[config.mk]
export PLATFORM = sky130hd
export DESIGN_NAME = core_sequencer_flat
export DESIGN_NICKNAME = d
export VERILOG_FILES = /design/src/rtl/core_sequencer_if.sv /design/src/rtl/core_sequencer.sv /design/src/flat_wrapper.sv
export SDC_FILE = /design/constraint.sdc
export NUM_CORES = 1
export LEC_CHECK = 0
export ABC_AREA = 0
export CORE_MARGIN = 2
export CORE_UTILIZATION = 30
export CTS_CLUSTER_DIAMETER = 200
export DETAILED_ROUTE_END_ITERATION = 16
export SLEW_MARGIN = 20
export SYNTH_ARGS = -nofsm -noshare
export SYNTH_HDL_FRONTEND = slang
export SYNTH_SLANG_ARGS = --single-unit
export TNS_END_PERCENT = 100
[constraint.sdc]
create_clock -name clk -period 2.82 [get_ports clk]
set_input_delay 0.423 -clock clk [delete_from_list [all_inputs] [get_ports clk]]
set_output_delay 0.423 -clock clk [all_outputs]
set_load 0.05 [all_outputs]
[src/rtl/core_sequencer_if.sv]
// Host/config and core-broadcast bus of the instruction sequencer.
// The master side is the host (program loader, run control) and observer of
// the broadcast opcode/execute pair; the slave side is the sequencer itself.
interface core_sequencer_if #(
  parameter int ADDR_W = 5
);
  logic              prog_we;
  logic [ADDR_W-1:0] prog_addr;
  logic [15:0]       prog_data;
  logic              start;
  logic              abort;
  logic              busy;
  logic              done;
  logic [15:0]       opcode;
  logic              execute;
  logic [ADDR_W-1:0] pc;

  modport master (
    output prog_we, prog_addr, prog_data, start, abort,
    input  busy, done, opcode, execute, pc
  );

  modport slave (
    input  prog_we, prog_addr, prog_data, start, abort,
    output busy, done, opcode, execute, pc
  );
endinterface

[src/rtl/core_sequencer.sv]
// Instruction sequencer for the GPU core array.
// Fetches 16-bit words from a small program memory, broadcasts core
// instructions with a one-cycle execute strobe and interprets the local
// flow-control ops (HALT, SETLOOP, DJNZ). One instruction per two cycles.
module core_sequencer #(
  parameter int PROG_DEPTH = 32,
  parameter int ADDR_W     = 5,
  parameter int LOOP_W     = 8
) (
  input  logic             clk,
  input  logic             rst,
  core_sequencer_if.slave  bus
);

  typedef enum logic [1:0] {
    ST_IDLE  = 2'd0,
    ST_FETCH = 2'd1,
    ST_EXEC  = 2'd2
  } state_t;

  localparam logic [ADDR_W-1:0] LAST_PC  = ADDR_W'(PROG_DEPTH - 1);
  localparam logic [2:0]        SEQ_TAG  = 3'b101;
  localparam logic [1:0]        OP_HALT  = 2'b00;
  localparam logic [1:0]        OP_SETLP = 2'b01;
  localparam logic [1:0]        OP_DJNZ  = 2'b10;

  state_t            state_q;
  logic [ADDR_W-1:0] pc_q;
  logic [LOOP_W-1:0] loop_cnt_q;
  logic [15:0]       opcode_q;
  logic              execute_q;
  logic              busy_q;
  logic              done_q;

  // Program storage and its registered read port (not reset).
  logic [15:0]       mem_q [PROG_DEPTH];
  logic [15:0]       rd_q;

  logic              prog_wr_en_s;
  logic              is_seq_s;
  logic              is_halt_s;
  logic              is_setloop_s;
  logic              is_djnz_s;
  logic              djnz_taken_s;
  logic              terminate_s;
  logic [ADDR_W-1:0] pc_next_s;
  logic [LOOP_W-1:0] loop_next_s;

  // Host writes are only honoured while idle and not racing a start.
  assign prog_wr_en_s = bus.prog_we && (state_q == ST_IDLE) && !bus.start;

  // Program memory write port and one-cycle-latency read at the current pc.
  always_ff @(posedge clk) begin
    if (prog_wr_en_s) begin
      mem_q[bus.prog_addr] <= bus.prog_data;
    end
    rd_q <= mem_q[pc_q];
  end

  // Decode of the fetched word: sequencer-op class, next pc and loop count.
  always_comb begin
    is_seq_s     = 1'b0;
    is_halt_s    = 1'b0;
    is_setloop_s = 1'b0;
    is_djnz_s    = 1'b0;
    djnz_taken_s = 1'b0;
    pc_next_s    = pc_q + {{(ADDR_W-1){1'b0}}, 1'b1};
    loop_next_s  = loop_cnt_q;

    if (rd_q[15:13] == SEQ_TAG) begin
      is_seq_s = 1'b1;
      case (rd_q[12:11])
        OP_HALT:  is_halt_s    = 1'b1;
        OP_SETLP: is_setloop_s = 1'b1;
        OP_DJNZ:  is_djnz_s    = 1'b1;
        default:  is_seq_s     = 1'b1;  // reserved encoding behaves as NOP
      endcase
    end else begin
      is_seq_s = 1'b0;
    end

    if (is_setloop_s) begin
      loop_next_s = rd_q[LOOP_W-1:0];
    end else if (is_djnz_s && (loop_cnt_q != {LOOP_W{1'b0}})) begin
      djnz_taken_s = 1'b1;
      loop_next_s  = loop_cnt_q - {{(LOOP_W-1){1'b0}}, 1'b1};
      pc_next_s    = rd_q[ADDR_W-1:0];
    end else begin
      loop_next_s  = loop_cnt_q;
    end

    // A run ends on HALT or when the last word is consumed without a jump.
    terminate_s = is_halt_s || ((pc_q == LAST_PC) && !djnz_taken_s);
  end

  // Run-control FSM with registered broadcast and status outputs.
  always_ff @(posedge clk or posedge rst) begin
    if (rst) begin
      state_q    <= ST_IDLE;
      pc_q       <= {ADDR_W{1'b0}};
      loop_cnt_q <= {LOOP_W{1'b0}};
      opcode_q   <= 16'h0000;
      execute_q  <= 1'b0;
      busy_q     <= 1'b0;
      done_q     <= 1'b0;
    end else if (bus.abort) begin
      // Abort wins over start and termination; pc and loop_cnt are kept.
      state_q   <= ST_IDLE;
      execute_q <= 1'b0;
      busy_q    <= 1'b0;
      done_q    <= 1'b0;
    end else begin
      case (state_q)
        ST_IDLE: begin
          execute_q <= 1'b0;
          done_q    <= 1'b0;
          if (bus.start) begin
            pc_q    <= {ADDR_W{1'b0}};
            busy_q  <= 1'b1;
            state_q <= ST_FETCH;
          end else begin
            busy_q  <= 1'b0;
          end
        end
        ST_FETCH: begin
          execute_q <= 1'b0;
          done_q    <= 1'b0;
          state_q   <= ST_EXEC;
        end
        ST_EXEC: begin
          if (!is_seq_s) begin
            opcode_q  <= rd_q;
            execute_q <= 1'b1;
          end else begin
            execute_q <= 1'b0;
          end
          loop_cnt_q <= loop_next_s;
          if (terminate_s) begin
            state_q <= ST_IDLE;
            busy_q  <= 1'b0;
            done_q  <= 1'b1;
          end else begin
            pc_q    <= pc_next_s;
            state_q <= ST_FETCH;
            done_q  <= 1'b0;
          end
        end
        default: begin
          state_q   <= ST_IDLE;
          execute_q <= 1'b0;
          busy_q    <= 1'b0;
          done_q    <= 1'b0;
        end
      endcase
    end
  end

  assign bus.busy    = busy_q;
  assign bus.done    = done_q;
  assign bus.opcode  = opcode_q;
  assign bus.execute = execute_q;
  assign bus.pc      = pc_q;

endmodule

[src/flat_wrapper.sv]
// flat-port wrapper written by rule: the top's interface ports become plain ports
module core_sequencer_flat 
#(
  parameter int PROG_DEPTH = 32,
  parameter int ADDR_W     = 5,
  parameter int LOOP_W     = 8
)
  (clk, rst, bus_prog_we, bus_prog_addr, bus_prog_data, bus_start, bus_abort, bus_busy, bus_done, bus_opcode, bus_execute, bus_pc);
  core_sequencer_if #(.ADDR_W(ADDR_W)) bus_i ();
  input  logic clk;
  input  logic rst;
  input wire logic [$bits(bus_i.prog_we)-1:0] bus_prog_we;
  input wire logic [$bits(bus_i.prog_addr)-1:0] bus_prog_addr;
  input wire logic [$bits(bus_i.prog_data)-1:0] bus_prog_data;
  input wire logic [$bits(bus_i.start)-1:0] bus_start;
  input wire logic [$bits(bus_i.abort)-1:0] bus_abort;
  output wire logic [$bits(bus_i.busy)-1:0] bus_busy;
  output wire logic [$bits(bus_i.done)-1:0] bus_done;
  output wire logic [$bits(bus_i.opcode)-1:0] bus_opcode;
  output wire logic [$bits(bus_i.execute)-1:0] bus_execute;
  output wire logic [$bits(bus_i.pc)-1:0] bus_pc;
  assign bus_i.prog_we = bus_prog_we;
  assign bus_i.prog_addr = bus_prog_addr;
  assign bus_i.prog_data = bus_prog_data;
  assign bus_i.start = bus_start;
  assign bus_i.abort = bus_abort;
  assign bus_busy = bus_i.busy;
  assign bus_done = bus_i.done;
  assign bus_opcode = bus_i.opcode;
  assign bus_execute = bus_i.execute;
  assign bus_pc = bus_i.pc;
  core_sequencer #(.PROG_DEPTH(PROG_DEPTH), .ADDR_W(ADDR_W), .LOOP_W(LOOP_W)) u_core (.clk(clk), .rst(rst), .bus(bus_i));
endmodule
==> results list <==
- 50 I/O pins were placed.
* Synth warn: 0
- Area used by multi-input combinational logic: approximately 4500 um2
- Setup repair after global routing left no endpoint under its margin.
- M3 GR Usage: under 10%
* Number of pins with negative max-slew slack in the final report: 0
- Highest cell delay on the worst timing path: ~0.90 ns
- Counting both buffers and inverters, the worst setup path holds a total of 1.
* Met1 global-route usage: between 10% and 20%
- The min-delay analysis places its worst path in the category primary input to asynchronous set/reset pin.
* Number of antenna violations at the first check in global routing: 0
- Walking the worst path, the cells encountered are clkdlybuf4s50_1.
- Total Negative Setup Slacks: 0 ns
- Number of synthesized flops with an enable pin: roughly 510
- Counting every net in the synthesized netlist gives between 1000 and 1500.
- The die is between 200 and 300 um tall.
* Final Cycle Share: 93.5%
* Power per cell area: roughly 750 nW/um2
* Fillers: ~6600
- Area of the core region: a little over 70000 um2
* Maximum vdd drop: 0.569 mV
* Clock skew after layout: 0.0160 ns
- Leading register cell type out of synthesis: sky130_fd_sc_hd__edfxtp_1
- At the worst endpoint, the required time is between 2 and 2.5 ns.
- Headroom to the max-slew limit came out at a little over half.
* GR Util All Layers: ~14%
- Gpl congestion: slightly above 0.9
- Based on the critical path, the design can be clocked at up to roughly 380 MHz.
* Setup fix buffers added after clock tree synthesis: 0
- Share of synthesized cell area in full adder, half adder and majority cells: less than 1%
- Summed over all layers, the global routing overflow is 0.
- Max-cap violation count: 0
- Along the worst path, the maximum fanout reaches 16.
* Global-route wire length before repair: between 70000 and 80000 um
* Vias in the first global route: 11000
* Clock-pin slew on the worst setup and hold paths: 0.07 ns
- Cells after Synth: around 1000
- Cells with a size suffix above 1 make up ~25% of the layout.
* Drt initial violations: about 1100
* Launching element type of the critical path: register
* Leakage power summed over all cells: slightly above 8 nW
* Final setup violating endpoints: 0
- Final min period: 2.64 ns
- The first TritonRoute pass finished after 5 iterations.
- For this run, the share of the core covered by cells in the final layout is around 36%.
* Post-synthesis xor/xnor area fraction: 0.0816%
* Antenna Diode Count: 0
- Clock net sink count: 562
- Most used routing layer in global routing: met2
* Portion of netlist area occupied by mux cells: between 10 and 15%
- Summing the sequential cell areas from Yosys gives between 70% and 80% of the chip area.
- Antenna violation net count after detailed routing: 0
* CTS hold repair buffers: 0
* Largest net degree at the start of global routing: 37
- The worst setup path is captured at an output pin.
- The design draws 0.0190 W.
- In this run the horizontal extent of the chip is 271 um.
* Total Die Area: approximately 74000 um2
- The number of gates resized after CTS was 0.
- Deepest clock path buffer count: 3
- The startpoint identified for the worst register-to-register timing path is u_core.bus.pc[0].
- Port Buffer Count: 49
* Post-Synth Simple-Gate Area: under 10%
* Routed wire per std cell: approximately 23 um
- Capturing point of the worst reg2reg path: u_core.rd_q[8]
- Estimated wirelength of the detail-placed design: about 32000 um
* Starting density of the core: between 30% and 40%
- H-tree depth: 2
- Residual DRC: 0
* Kind of cell adding the most delay to the critical path: buffers and inverters
- Register-to-register setup slack: ~0.45 ns
- Cell with the largest stage delay on the worst path: sky130_fd_sc_hd__clkdlybuf4s50_1
* Number of buffers added by the clock tree synthesis step: 55
- Synthesis instantiated between 50 and 60 different standard cells from the library.
- By area, the combinational part of the netlist is dominated by multiplexers.
- Summing over every cut layer, the via total after detailed routing is around 11000.
- Worst slew pin tran: approximately 0.69 ns
* Synth-to-layout area growth: 18.8%
* Async set-reset flop share out of synthesis: under 10%
* Global routing met2 resource utilization: a little over a fifth
* Mean instance size in the synthesized netlist: 20.9 um2
- Combined flip-flop and latch cell area: 16600 um2
- The cell sitting at the root of the clock tree is a sky130_fd_sc_hd__clkbuf_16.
- TritonCTS built the clock tree.
- The number of cells on the worst reg-to-reg path is 5.
- The worst setup path is of the register to output pin kind.
- The later pin in the worst-skew pair is clocked with a latency of 0.62 ns.
* Site row count: around 100
- Final routed wirelength across all metal layers: roughly 50000 um
- Final nets: about 1200
- Mapped Area: 21500 um2
- Number of endpoints with negative hold slack in the final report: 0
- Min Hold Slack: 0.176 ns
- Vias per cell: about 5.0
* Register bit count reported by yosys: 562
- Status: complete, no violations
- Arrival time worst endpoint: about 2.2 ns
* Fraction of the mapped netlist area in compound gates: roughly 3.6%
how the worst max path moves through the flow:
stage	start	endpoint	slack, ns	cells past startpoint
2_1_floorplan	bus_start	u_core.mem_q[28][0]	0.45	4
4_1_cts	u_core.bus.pc[0]	bus_pc[0]	0.14	1
3_5_place_dp	bus_start	u_core.mem_q[28][1]	0.18	7
3_3_place_gp	bus_start	u_core.mem_q[28][15]	0.22	7
5_1_grt	u_core.bus.pc[0]	bus_pc[0]	0.12	1
6_report	u_core.bus.pc[0]	bus_pc[0]	0.18	1
state kept, by name, summed over array words and instances, names as in the netlist:
name and count:
u_core.state_q 2, u_core.bus.pc 5, u_core.bus.done 1, u_core.rd_q 16, u_core.bus.opcode 16, u_core.bus.execute 1, u_core.bus.busy 1, u_core.mem_q 512
u_core.loop_cnt_q 8
routing by layer:
layer / share of wire (%) / vias up
met2: 46 / 398
met5: 0 / -
met3: 7.1 / 85
met1: 44 / 5664
li1: - / 4589
met4: 2.7 / 0
cell usage in the layout, fill, tap and decap left out, types with 5 or more instances in the layout:
master	count
sky130_fd_sc_hd__edfxtp_1	512
sky130_fd_sc_hd__mux4_2	120
sky130_fd_sc_hd__buf_4	78
sky130_fd_sc_hd__o22ai_1	70
sky130_fd_sc_hd__clkbuf_16	55
sky130_fd_sc_hd__nand2_1	50
sky130_fd_sc_hd__clkdlybuf4s50_1	48
sky130_fd_sc_hd__nor2_1	40
sky130_fd_sc_hd__dfrtp_1	32
sky130_fd_sc_hd__nor4_1	18
sky130_fd_sc_hd__dfxtp_1	16
sky130_fd_sc_hd__buf_12	15
sky130_fd_sc_hd__inv_1	14
sky130_fd_sc_hd__clkinv_2	14
sky130_fd_sc_hd__clkinv_1	11
sky130_fd_sc_hd__nand3_1	10
sky130_fd_sc_hd__mux4_1	8
sky130_fd_sc_hd__clkbuf_1	8
sky130_fd_sc_hd__bufinv_16	7
sky130_fd_sc_hd__mux2i_1	6
sky130_fd_sc_hd__o21ai_0	6
sky130_fd_sc_hd__nor2b_1	6
sky130_fd_sc_hd__nand2b_1	5
sky130_fd_sc_hd__a21oi_1	5
sky130_fd_sc_hd__a2bb2oi_1	5
sky130_fd_sc_hd__a211oi_1	5
Yosys cell counts (3+ instances only):
cell type | count | area [um2]
sky130_fd_sc_hd__buf_2 | 20 | 100
sky130_fd_sc_hd__a2bb2oi_1 | 5 | 43.8
sky130_fd_sc_hd__nor3_1 | 3 | 15.0
sky130_fd_sc_hd__dfrtp_1 | 34 | 851
sky130_fd_sc_hd__inv_1 | 14 | 52.6
sky130_fd_sc_hd__ha_1 | 3 | 37.5
sky130_fd_sc_hd__nand3_1 | 10 | 50.1
sky130_fd_sc_hd__mux2i_1 | 6 | 60.1
sky130_fd_sc_hd__mux4_2 | 120 | 2700
sky130_fd_sc_hd__nand2_1 | 50 | 188
sky130_fd_sc_hd__dfxtp_1 | 16 | 320
sky130_fd_sc_hd__a21oi_1 | 5 | 25.0
sky130_fd_sc_hd__buf_6 | 9 | 101
sky130_fd_sc_hd__o21ai_0 | 6 | 30.0
sky130_fd_sc_hd__buf_4 | 5 | 37.5
sky130_fd_sc_hd__clkbuf_1 | 12 | 45.0
sky130_fd_sc_hd__o22ai_1 | 70 | 438
sky130_fd_sc_hd__nor2b_1 | 6 | 37.5
sky130_fd_sc_hd__nand2b_1 | 5 | 31.3
sky130_fd_sc_hd__nor2_1 | 40 | 150
sky130_fd_sc_hd__o2bb2ai_1 | 3 | 26.3
sky130_fd_sc_hd__nor4_1 | 18 | 113
sky130_fd_sc_hd__mux4_1 | 8 | 210
sky130_fd_sc_hd__a211oi_1 | 5 | 37.5
sky130_fd_sc_hd__edfxtp_1 | 512 | 15400
where the power goes:
part	total, W	switching, W	internal (W)
Clock	0.00734	0.00311	0.00423
Sequential	0.00949	0.000205	0.00929
Combinational	0.00217	0.00124	0.000922
worst register-to-register path, stage by stage (launching register included):
cell                      delay, ns
sky130_fd_sc_hd__dfrtp_4       0.70
sky130_fd_sc_hd__buf_12        0.24
sky130_fd_sc_hd__mux4_1        0.63
sky130_fd_sc_hd__o22ai_1       0.42
sky130_fd_sc_hd__nor4_1        0.11
sky130_fd_sc_hd__buf_4         0.16
area by class of cell:
class                           instances  share of cell area [%]
Inverter                               15                   0.221
Clock inverter                         39                    1.60
Clock buffer                           63                    5.52
Multi-Input combinational cell        398                    17.7
Timing Repair Buffer                  141                    5.36
Sequential cell                       562                    64.9
Tap cell                              950                    4.66
metrics by stage:
step | cell area (um2) | instances | setup slack, ns
5_1_grt | 25500 | 2168 | 0.117
2_1_floorplan | 21500 | 1026 | 0.451
3_5_place_dp | 23700 | 2066 | 0.184
4_1_cts | 25500 | 2168 | 0.135
6_report | 25500 | 2168 | 0.182
3_3_place_gp | 23700 | 2066 | 0.223
cell families (layout without fill, tap and decap cells):
| logic type | after synthesis | after routing |
|---|---|---|
| mux | 135 | 135 |
| flops | 562 | 562 |
| simple gates | 146 | 146 |
| compound gates | 112 | 112 |
| fa+ha+maj | 3 | 3 |
| xor+xnor | 2 | 2 |
| buf+inv | 66 | 258 |
Power figures use the tool's default switching activity.
